<file path="src/rtl/serial_adder_pkg.sv">
// Shared definitions for the bit-serial adder: FSM state encoding and default operand width.
package serial_adder_pkg;

  localparam int DEFAULT_WIDTH = 4;

  typedef enum logic {
    IDLE = 1'b0,
    RUN  = 1'b1
  } state_t;

endpackage

</file>
<file path="src/rtl/sum1bcc.sv">
// One-bit full-adder cell: the only arithmetic element of the serial adder.
module sum1bcc (
  input  logic Ci,
  input  logic A,
  input  logic B,
  output logic S,
  output logic Cout
);

  assign S    = A ^ B ^ Ci;
  assign Cout = (A & B) | (A & Ci) | (B & Ci);

endmodule

</file>
<file path="src/rtl/serial_adder.sv">
// Bit-serial unsigned adder: one full-adder cell processes the operands LSB-first,
// one bit per clock, and publishes {Cout, S} with a one-cycle done pulse.
module serial_adder
  import serial_adder_pkg::*;
#(
  parameter int WIDTH = DEFAULT_WIDTH
) (
  input  logic             clk,
  input  logic             rst,
  input  logic             start,
  input  logic [WIDTH-1:0] A,
  input  logic [WIDTH-1:0] B,
  input  logic             Ci,
  output logic             busy,
  output logic             done,
  output logic [WIDTH-1:0] S,
  output logic             Cout
);

  localparam int CW = $clog2(WIDTH + 1);
  localparam logic [CW-1:0] LAST_BIT = CW'(WIDTH - 1);

  state_t           state_reg;
  logic [WIDTH-1:0] a_reg;
  logic [WIDTH-1:0] b_reg;
  logic [WIDTH-1:0] res_reg;
  logic             carry_reg;
  logic [CW-1:0]    cnt_reg;
  logic             busy_reg;
  logic             done_reg;
  logic [WIDTH-1:0] s_reg;
  logic             cout_reg;

  logic             fa_s;
  logic             fa_cout;
  logic [WIDTH-1:0] res_next;

  sum1bcc u_fa (
    .Ci   (carry_reg),
    .A    (a_reg[0]),
    .B    (b_reg[0]),
    .S    (fa_s),
    .Cout (fa_cout)
  );

  // Sum bits enter from the MSB side so the first (LSB) bit ends up at bit 0.
  assign res_next = {fa_s, res_reg[WIDTH-1:1]};

  always_ff @(posedge clk) begin
    if (rst) begin
      state_reg <= IDLE;
      a_reg     <= '0;
      b_reg     <= '0;
      res_reg   <= '0;
      carry_reg <= 1'b0;
      cnt_reg   <= '0;
      busy_reg  <= 1'b0;
      done_reg  <= 1'b0;
      s_reg     <= '0;
      cout_reg  <= 1'b0;
    end else begin
      done_reg <= 1'b0;
      case (state_reg)
        IDLE: begin
          if (start) begin
            a_reg     <= A;
            b_reg     <= B;
            carry_reg <= Ci;
            cnt_reg   <= '0;
            busy_reg  <= 1'b1;
            state_reg <= RUN;
          end
        end
        RUN: begin
          a_reg     <= a_reg >> 1;
          b_reg     <= b_reg >> 1;
          carry_reg <= fa_cout;
          res_reg   <= res_next;
          cnt_reg   <= cnt_reg + CW'(1);
          if (cnt_reg == LAST_BIT) begin
            s_reg     <= res_next;
            cout_reg  <= fa_cout;
            done_reg  <= 1'b1;
            busy_reg  <= 1'b0;
            state_reg <= IDLE;
          end
        end
        default: state_reg <= IDLE;
      endcase
    end
  end

  assign busy = busy_reg;
  assign done = done_reg;
  assign S    = s_reg;
  assign Cout = cout_reg;

endmodule

</file>
<file path="config.mk">
export PLATFORM = sky130hd
export DESIGN_NAME = serial_adder
export DESIGN_NICKNAME = d
export VERILOG_FILES = /design/src/rtl/serial_adder_pkg.sv /design/src/rtl/sum1bcc.sv /design/src/rtl/serial_adder.sv
export SDC_FILE = /design/constraint.sdc
export NUM_CORES = 1
export LEC_CHECK = 0
export BUFFER_PORTS_ARGS = -buffer_cell sky130_fd_sc_hd__buf_2
export CORE_AREA = 2 2 47 49
export DETAILED_ROUTE_END_ITERATION = 10
export DIE_AREA = 0 0 49 51
export GPL_TIMING_DRIVEN = 1
export PLACE_DENSITY = 0.74
export SYNTH_ARGS = -nofsm -noshare
export SYNTH_HDL_FRONTEND = slang
export SYNTH_HIERARCHICAL = 1
export SYNTH_SLANG_ARGS = --single-unit
</file>
<file path="constraint.sdc">
create_clock -name clk -period 1.9 [get_ports clk]
set_clock_uncertainty 0.1 [all_clocks]
set_input_delay 0.19 -clock clk [delete_from_list [all_inputs] [get_ports clk]]
set_output_delay 0.19 -clock clk [all_outputs]
set_load 0.02 [all_outputs]
</file>
==> results.py <==
metrics = {
    "setup_path": {
        "worstPathCellList": "ha_1 -> ha_1 -> a21bo_2 -> a21oi_1",
        "arrival_ps": 1560,
        "required_ps": 2040,
        "crit_slowest_cell": "dfxtp_1",
        "slowest_delay_ps": 340,
        "critPathMostFrequentCell": "ha_1",
        "crit_buf_inv": 0,
        "criticalPathCategory": "reg2reg",
        "cp-end-kind": "flip-flop",
        "critPathTopFamily": "adder cells",
        "startpoint_type": "flip-flop",
        "crit_fanout": 11,
    },
    "logic_synthesis": {
        "synth_cells": 98,
        "synth_area_um2": 998,
        "syn_nets": 114,
        "netlist-cell-type-count": 20,
        "async_flop_share": 0,
        "synth-edff-count": 0,
        "yosysWarnings": 6,
        "avgSynthCellArea_um2": 10.2,
        "yosys_register_bits": 23,
        "synth_ff_type": "dfxtp_1",
        "ys_seq_area_frac": 0.461,
    },
    "layout": {
        "diodes": 0,
        "seq_area_um2": 460,
        "syn2layout_area_growth_pct": 12.8,
        "final_common_cell": "dfxtp_1",
        "num-fill-cells": 189,
        "drive_above_1_share": 0.278,
        "final_util": 0.546,
        "fin_nets": 132,
        "multi_input_area_um2": 490,
        "final_cell_mix": "dfxtp_1, buf_2, mux2i_1",
    },
    "sta": {
        "finalMaxSlewViolations": 0,
        "period_minus_slack_ps": 1420,
        "setup_slack_ps": 482,
        "setup_viol": 0,
        "tightest_slew_ps": 474,
        "fin_tns_setup_ps": 0,
        "rsz0062_at_grt": "no",
        "timing.fmax_mhz": 705,
        "hold_ws_ps": 69.5,
        "hold_violations": 0,
        "slew_headroom": 0.684,
        "min_period_over_period": 0.746,
    },
    "clocking": {
        "cts_resized": 0,
        "cts_root_buf": "clkbuf_4",
        "cts_buffers": 3,
        "cts_setup_buffers": 0,
        "htree_num_levels": 1,
        "cts_hold_buf": 0,
        "cts_tree": "done",
        "clk_latency_ps": 300,
        "cts.clk_slew.worst_paths_ps": 130,
        "clock_sinks": 23,
        "clockBufferDepth": 2,
    },
    "drt": {
        "num_vias": 721,
        "routed_wl_um": 1630,
        "drtIter0Drc": 8,
        "wl_per_cell_um": 11.4,
        "viasPerCell": 5.04,
        "drtAntennaViolNets": 0,
        "drc": 0,
        "first_pass_iters": 4,
    },
    "placement": {
        "place.gp.congestion": 0.738,
        "io_buffers": 18,
        "hpwl_um": 1150,
        "preCtsSetupSlack_ps": 503,
    },
    "power": {
        "total_power_uw": 848,
        "powerDensity_nw_per_um2": 753,
        "p_leak_uw": 0.000487,
        "vdd_drop_max_mv": 0.656,
    },
    "floorplan": {
        "start_util": 0.484,
        "core-area_um2": 2060,
        "die-area_um2": 2500,
        "ios": 19,
        "dieHeight_um": 51,
        "core.rowCount": 17,
        "fp.dieW_um": 49,
    },
    "outcome": {
        "status": "completed",
    },
    "worst_hold_path": {
        "hold_class": "in2reg",
    },
    "global_routing": {
        "grt_max_degree": 24,
        "antenna_found_initial": 0,
        "grt_usage": 0.154,
        "grt_pass1_wl_um": 2970,
        "grt_overflow": 0,
        "first_global_vias": 681,
    },
    "run": {
        "maxCapViolations": 0,
    },
}
==> worst min-delay path, stage by stage <==
cell and delay, ps:
buf_2 70, mux2i_1 50, nor3_1 110
==> synth_stat cells (2+ instances only) <==
library cell,count,share of area
nor2b_1,7,0.044
nand2b_1,3,0.019
inv_1,2,0.0075
dfxtp_1,23,0.46
a21oi_1,9,0.045
mux2i_1,12,0.12
a211oi_1,8,0.060
a21bo_2,5,0.050
clkbuf_1,3,0.011
nand3_1,5,0.025
or3b_2,3,0.026
nor3_1,2,0.010
buf_2,2,0.010
nand2_1,2,0.0075
nor2_1,5,0.019
ha_1,3,0.038
==> per-stage QoR <==
step           cells  instance area (um^2)
6_report         143                  1130
5_1_grt          143                  1130
4_1_cts          143                  1130
3_5_place_dp     139                  1100
3_3_place_gp     139                  1100
2_1_floorplan     98                   998
==> metal layers <==
layer | global-route usage | up-vias | routed length (um)
li1 | - | 377 | -
met1 | 0.206 | 327 | 800
met2 | 0.242 | 15 | 752
met3 | 0.0292 | 2 | 62
met4 | 0.0714 | 0 | 16
met5 | 0 | - | 0
==> where the power goes <==
group	total [uW]	switching [uW]	internal, uW
Combinational	98.5	50.0	48.5
Clock	223	145	78.5
Sequential	526	19.6	507
Total	848	215	634
==> cell type report <==
| class | instances | area share |
|---|---|---|
| multi-input combinational | 66 | 0.436 |
| inverter | 2 | 0.00667 |
| sequential | 23 | 0.409 |
| clock buffer | 3 | 0.0200 |
| clock inverter | 1 | 0.00444 |
| timing repair buffer | 20 | 0.0933 |
| tap | 28 | 0.0311 |
==> cells by family after synthesis <==
kind of cell	count (synthesis)	share of synthesized area
DFF	23	0.461
and+or+nand+nor	27	0.150
AOI/OAI and AO/OA	23	0.163
adders and majority gates	4	0.0576
buffers and inverters	9	0.0476
muxes	12	0.120
==> path summary, 6_finish.rpt <==
| check | startpoint | endpoint | slack [ps] | cells after the start |
|---|---|---|---|---|
| setup / recovery | cnt_reg[0] | Cout | 480 | 4 |
| hold / removal | A[3] | a_reg[3] | 70 | 3 |
| setup reg to reg | cnt_reg[0] | Cout | 480 | 4 |
| hold reg to reg | res_reg[1] | S[0] | 390 | 2 |
No activity file was read; power rests on OpenSTA's default activity.
